File: src/rtl/ctrl_pipe.sv
// Execute/memory/writeback control pipeline for the 5-stage ARM core.
// Carries hazard-relevant control fields, derives forwarding/load-use matches and counts E bubbles.
module ctrl_pipe #(
    parameter int AW = 4,
    parameter int CW = 16
) (
    input  logic          clk,
    input  logic          reset,
    input  logic [AW-1:0] RA1D,
    input  logic [AW-1:0] RA2D,
    input  logic [AW-1:0] WA3D,
    input  logic          RegWriteD,
    input  logic          MemtoRegD,
    input  logic          MemWriteD,
    input  logic          FlushE,
    output logic [AW-1:0] RA1E,
    output logic [AW-1:0] RA2E,
    output logic [AW-1:0] WA3E,
    output logic          RegWriteE,
    output logic          MemtoRegE,
    output logic          MemWriteE,
    output logic [AW-1:0] WA3M,
    output logic          RegWriteM,
    output logic          MemtoRegM,
    output logic          MemWriteM,
    output logic [AW-1:0] WA3W,
    output logic          RegWriteW,
    output logic          MemtoRegW,
    output logic          Match_1E_M,
    output logic          Match_1E_W,
    output logic          Match_2E_M,
    output logic          Match_2E_W,
    output logic          Match,
    output logic [CW-1:0] BubbleCount
);

    // The all-ones address is the PC, which is never forwarded from the pipeline.
    localparam logic [AW-1:0] PC_ADDR = '1;

    function automatic logic src_hit(input logic [AW-1:0] ra, input logic [AW-1:0] wa);
        return (ra == wa) && (ra != PC_ADDR);
    endfunction

    // NOTE: sequential state uses non-blocking assignments so every bank samples the
    // pre-edge value of its upstream bank, which is what makes the pipeline shift.
    always_ff @(posedge clk or negedge reset) begin
        if (!reset) begin
            RA1E      <= '0;
            RA2E      <= '0;
            WA3E      <= '0;
            RegWriteE <= 1'b0;
            MemtoRegE <= 1'b0;
            MemWriteE <= 1'b0;
        end else if (FlushE) begin
            RA1E      <= '0;
            RA2E      <= '0;
            WA3E      <= '0;
            RegWriteE <= 1'b0;
            MemtoRegE <= 1'b0;
            MemWriteE <= 1'b0;
        end else begin
            RA1E      <= RA1D;
            RA2E      <= RA2D;
            WA3E      <= WA3D;
            RegWriteE <= RegWriteD;
            MemtoRegE <= MemtoRegD;
            MemWriteE <= MemWriteD;
        end
    end

    always_ff @(posedge clk or negedge reset) begin
        if (!reset) begin
            WA3M      <= '0;
            RegWriteM <= 1'b0;
            MemtoRegM <= 1'b0;
            MemWriteM <= 1'b0;
            WA3W      <= '0;
            RegWriteW <= 1'b0;
            MemtoRegW <= 1'b0;
        end else begin
            WA3M      <= WA3E;
            RegWriteM <= RegWriteE;
            MemtoRegM <= MemtoRegE;
            MemWriteM <= MemWriteE;
            WA3W      <= WA3M;
            RegWriteW <= RegWriteM;
            MemtoRegW <= MemtoRegM;
        end
    end

    // Saturating bubble counter; it never wraps and only reset clears it.
    always_ff @(posedge clk or negedge reset) begin
        if (!reset) begin
            BubbleCount <= '0;
        end else if (FlushE && (BubbleCount != '1)) begin
            BubbleCount <= BubbleCount + CW'(1);
        end
    end

    assign Match_1E_M = RegWriteM & src_hit(RA1E, WA3M);
    assign Match_1E_W = RegWriteW & src_hit(RA1E, WA3W);
    assign Match_2E_M = RegWriteM & src_hit(RA2E, WA3M);
    assign Match_2E_W = RegWriteW & src_hit(RA2E, WA3W);

    // Load-use looks at the raw Decode addresses against the load currently in E.
    assign Match = MemtoRegE & RegWriteE & (src_hit(RA1D, WA3E) | src_hit(RA2D, WA3E));

endmodule
File: config.mk
export PLATFORM = sky130hd
export DESIGN_NAME = ctrl_pipe
export DESIGN_NICKNAME = d
export VERILOG_FILES = /design/src/rtl/ctrl_pipe.sv
export SDC_FILE = /design/constraint.sdc
export NUM_CORES = 1
export LEC_CHECK = 0
export ABC_AREA = 1
export ABC_CLOCK_PERIOD_IN_PS = 1400
export BUFFER_PORTS_ARGS = -buffer_cell sky130_fd_sc_hd__buf_2
export CAP_MARGIN = 25
export CORE_AREA = 2 2 73 75
export DETAILED_ROUTE_END_ITERATION = 8
export DIE_AREA = 0 0 75 77
export GPL_TIMING_DRIVEN = 0
export PLACE_DENSITY_LB_ADDON = 0.08
export SYNTH_ARGS = -nofsm -noshare
export SYNTH_HDL_FRONTEND = slang
export SYNTH_SLANG_ARGS = --single-unit
File: constraint.sdc
create_clock -name clk -period 1.4 [get_ports clk]
set_input_delay 0.07 -clock clk [delete_from_list [all_inputs] [get_ports clk]]
set_output_delay 0.07 -clock clk [all_outputs]
set_load 0.03 [all_outputs]
# After elaboration in Yosys (flattened, before gate mapping)
# Cells that the tools add are included.
op_classes:
  add_sub_neg: 1
  n_eq_ne: 11
  muxes: 6
  n_bitwise: 7
  reduce_logical: 7
ops:
  columns: ["operator", "n"]
  rows:
  - ["$eq 4x4->1", 6]
  - ["$add 16x1->16 const B", 1]
  - ["$ne 16x16->1 const B", 1]
  - ["$ne 4x4->1 const B", 4]
  - ["$mux 4", 3]
  - ["$logic_and 1x1->1", 7]
  - ["$and 1x1->1", 6]
  - ["$mux 1", 3]
  - ["$or 1x1->1", 1]
word_totals:
  register_bits: 44
  inputBits: 18
  out_inout_bits: 49
  elab_cells: 46

# Depth between registers and ports, before layout
logic_depth:
  depth_word: 4
  depth_mapped: 9
  mapped_depth_nobuf: 9

# Worst setup path before layout
# No wires, ideal clock.
synth_path:
  kind: "flip-flop to flip-flop"
  from: "reg BubbleCount[0]"
  to: "reg BubbleCount[9]"
  setup_ns: 0.123
  arrival_ns: 1.473
  t_required_ns: 1.277
  path_slack_ns: -0.195
  stages_incl_launch_ff: 9
  path_buffers: 0
  period_less_slack_ns: 1.595
  path_cell_list: "dfrtp_1 > ha_1 > inv_1 > nor2_4 > nand2_4 > nor2_4 > nor2_2 > nand2_1 > o21ai_2"
synth_between:
  elab_chain_len: 2
  word_cells_on_any_way: 3
  classes_between: "1 x add/sub; 1 x eq/ne; 1 x reduce/logical"
synth_rtl:
  columns: ["element", "line_no", "source"]
  rows:
  - ["start, declared", "34", "output logic [CW-1:0] BubbleCount"]
  - ["start signal, assigned", "96", "BubbleCount <= BubbleCount + CW'(1);"]
  - ["parallel branches: the longest is 2 deep, another holds $add 16x1->16", null, null]
# Parallel ways; which one is timed is not known.
# A chain may end at the register's enable or synchronous reset.

# Final worst setup path
layout_path:
  from: "reg WA3E[2]"
  to: "out Match"
layout_between:
  elab_chain_len: 4
  word_cells_on_any_way: 6
  classes_between: "2 x eq/ne; 2 x bitwise; 2 x reduce/logical"
layout_rtl:
  columns: ["element", "line_no", "source"]
  rows:
  - ["start, declared", "18", "output logic [AW-1:0] WA3E,"]
  - ["start signal, assigned", "50", "WA3E <= '0;"]
  - ["start signal, assigned", "57", "WA3E <= '0;"]
  - ["start signal, assigned", "64", "WA3E <= WA3D;"]
  - ["$eq 4x4->1", "41", "return (ra == wa) && (ra != PC_ADDR);"]
  - ["$logic_and 1x1->1", "41", null]
  - ["$or 1x1->1 (*)", "106", "assign Match = MemtoRegE & RegWriteE & (src_hit(RA1D, WA3E) | src_hit(RA2D, WA3E));"]
  - ["$and 1x1->1 (*)", "106", null]
  - ["end, declared", "33", "output logic Match,"]
# Every way passes the cells marked *; elsewhere a longest branch is shown, timed or not.

==> flow_summary.json <==
{
  "wl_met1_um": 2510,
  "violations": "setup timing",
  "synthArstFlopShare": 1.00,
  "syn_area_per_cell_um2": 8.32,
  "numPortBuffers": 65,
  "syn_area_um2": 2240,
  "grt-ovfl-total": 0,
  "post_drt_wl_per_cell_um": 11.8,
  "final_util": 0.638,
  "most-common-layout-cells": "nand2_1, buf_2, nor2_1",
  "clk_pin_slew_ns": 0.08,
  "slowest_stage": "dfrtp_2",
  "postSynthCellCount": 269,
  "p_switching_w": 0.00109,
  "drtIter0Drc": 73,
  "cpLargestDelayFamily": "flip-flops",
  "worstMarginPinSlew_ns": 0.437,
  "initial_core_util": 0.450,
  "routed_wl_um": 5340,
  "cp.depth": 5,
  "setup.worst_path.start_class": "flip-flop",
  "ys_ff_latch": 44,
  "dp_hpwl_um": 3720,
  "antenna_left": 0,
  "area_growth_pct": 41.9,
  "finalSetupViolCount": 5,
  "final_common_cell": "nand2_1",
  "root_buffer": "clkbuf_8",
  "irDropWorstVdd_mv": 0.678,
  "worstHoldPathCells": 3,
  "reg2regPathDepth": 7,
  "clock_path_buffers": 2,
  "max_freq_ghz": 0.674,
  "slew_violations": 0,
  "power_density_nw_per_um2": 990,
  "period_minus_slack_ns": 1.48,
  "gp_congestion": 0.838,
  "rsz0062_at_grt": "true",
  "hold_class": "in2reg",
  "reg2reg_slack_ns": 0.04,
  "comb_power_share": 0.270,
  "clock_sinks": 44,
  "tritoncts": "yes",
  "finalWorstSetupSlack_ns": -0.0845,
  "die_x_um": 75,
  "vias": 2092,
  "critPathMaxFanout": 4,
  "drt_first_pass_iters": 4,
  "hold_slack_ns": 0.00134,
  "skew_ns": 0.00195,
  "critical_path_class": "reg2out",
  "crit_arrival_ns": 1.41,
  "r2r-end": "BubbleCount[2]",
  "fp-row-count": 26,
  "clkPwrFrac": 0.240,
  "switching_share": 0.346,
  "layout-drive-gt1-share": 0.391,
  "drc": 0,
  "end_kind": "output port",
  "numCtsBuffers": 5,
  "path_buf_inv": 1,
  "dieArea_um2": 5780,
  "setup_tns_ns": -0.144,
  "core_area_um2": 4980,
  "routed.top_layer": "met4",
  "ys.flop_type": "dfrtp_1",
  "dr_wl_met3_um": 287,
  "antenna_found_initial": 0,
  "drv_cap": 0,
  "grt_pass1_vias": 1902,
  "crit_end": "Match",
  "viasPerCell": 4.61,
  "synth_nets": 288,
  "synth-seq-area-share": 0.492,
  "cp.required_ns": 1.33,
  "maxSlewHeadroom": 0.709,
  "grt.total_usage": 0.193,
  "synth_edf_count": 0,
  "routed-wl-met2_um": 2450,
  "num_io_pins": 67,
  "dieHeight_um": 77,
  "period_share": 1.06,
  "yosysWarnings": 0,
  "p_leak_nw": 1.70,
  "grt_max_degree": 45,
  "grt_first_pass_wirelength_um": 8670,
  "crit_path_start": "WA3E[2]",
  "hold_viol": 0,
  "fin_nets": 403,
  "crit_chain": "xor2_1, nor2_1, nand3_1, a21oi_2, buf_6",
  "p_seq_frac": 0.490,
  "h-tree-depth": 2,
  "worst_path_largest_cell_delay_ns": 0.44,
  "antenna_cells": 0,
  "internal-power_w": 0.00206,
  "synth_cell_types": 32,
  "worstReg2RegStart": "BubbleCount[1]",
  "clk_latency_ns": 0.29,
  "status": "complete, but fails checks"
}
worst reg2reg max path, cell delays in order (launching register included):
cell     delay, ns
dfrtp_2       0.42
ha_4          0.15
inv_2         0.04
nor2_4        0.16
nand4_4       0.21
nand2_4       0.16
nand2_1       0.06
o21ai_1       0.08
metrics by stage:
stage / power, W / cell area, um2 / setup slack [ns] / cells
2_1_floorplan: 0.00204 / 2260 / -0.0225 / 269
3_3_place_gp: 0.00227 / 2670 / -0.0270 / 404
3_5_place_dp: 0.00229 / 2670 / -0.0280 / 404
4_1_cts: 0.00311 / 3010 / -0.0787 / 437
5_1_grt: 0.00332 / 3180 / -0.173 / 454
6_report: 0.00315 / 3180 / -0.0845 / 454
layout make-up:
type,count,area (um2)
clock inverters,1,5.00
flip-flops and latches,44,1110
fillers,452,1800
multi-input cells,182,1010
repair buffers,108,709
clock buffers,6,72.6
well taps,70,87.6
plain buffers,2,15.0
inverters,41,156
per-layer routing:
metal	GRT usage	vias to the layer above
met5	0	-
met4	0.0732	0
met3	0.0368	9
met2	0.287	59
met1	0.276	958
li1	-	1066
synth_stat cells, types with 2 or more instances:
library cell / instances / area [um2]
nand2_4: 4 / 45.0
o22ai_1: 4 / 25.0
nand2_2: 4 / 25.0
nand3_1: 10 / 50.1
or2_2: 2 / 12.5
nand2_1: 69 / 259
o21ai_1: 2 / 10.0
nand4_1: 9 / 56.3
o21ai_0: 4 / 20.0
xnor2_1: 5 / 43.8
nand3b_1: 3 / 22.5
nor3_1: 2 / 10.0
nor2_1: 41 / 154
nor2_4: 5 / 56.3
o2111ai_1: 2 / 17.5
inv_1: 39 / 146
xor2_1: 5 / 43.8
o221ai_1: 2 / 17.5
dfrtp_1: 44 / 1100
logic make-up after synthesis:
group,synth area share
and+or+nand+nor,0.337
DFF,0.492
buffers and inverters,0.0766
AOI/OAI and AO/OA,0.0497
xor gates and xnor gates,0.0391
adders and majority gates,0.00559
state kept, by name, indices dropped and copies added (netlist names), 4 cells and up:
name / cells
RA1E: 4
RA2E: 4
WA3M: 4
WA3E: 4
BubbleCount: 16
WA3W: 4
power by group through the flow:
stage	combinational, W	sequential, W	clock (W)
floorplan	0.000286	0.00176	0
global placement	0.000711	0.00156	0
finish	0.000849	0.00154	0.000754
detailed placement	0.000721	0.00157	0
CTS	0.000798	0.00154	0.000771
global route	0.000936	0.00156	0.000823
repair_timing:
item	CTS	global route
endpoints found under the setup margin	13	21
cloned	0	0
hold buffers	13	0
resized for setup	11	17
pin swaps	2	14
setup buffers	13	16
hold endpoints to repair	53	0
worst min-delay path by stage:
stage / startpoint / to / slack [ns]
after floorplan: reset / BubbleCount[0] / -0.23
after global placement: reset / MemWriteM / 0.27
after detailed placement: reset / MemWriteE / 0.28
after CTS: RA1D[1] / RA1E[1] / 0.0009
after global routing: RA1D[1] / RA1E[1] / 0.001
final: RA1D[1] / RA1E[1] / 0.001
Note: power is estimated with default switching activity, not from simulation.
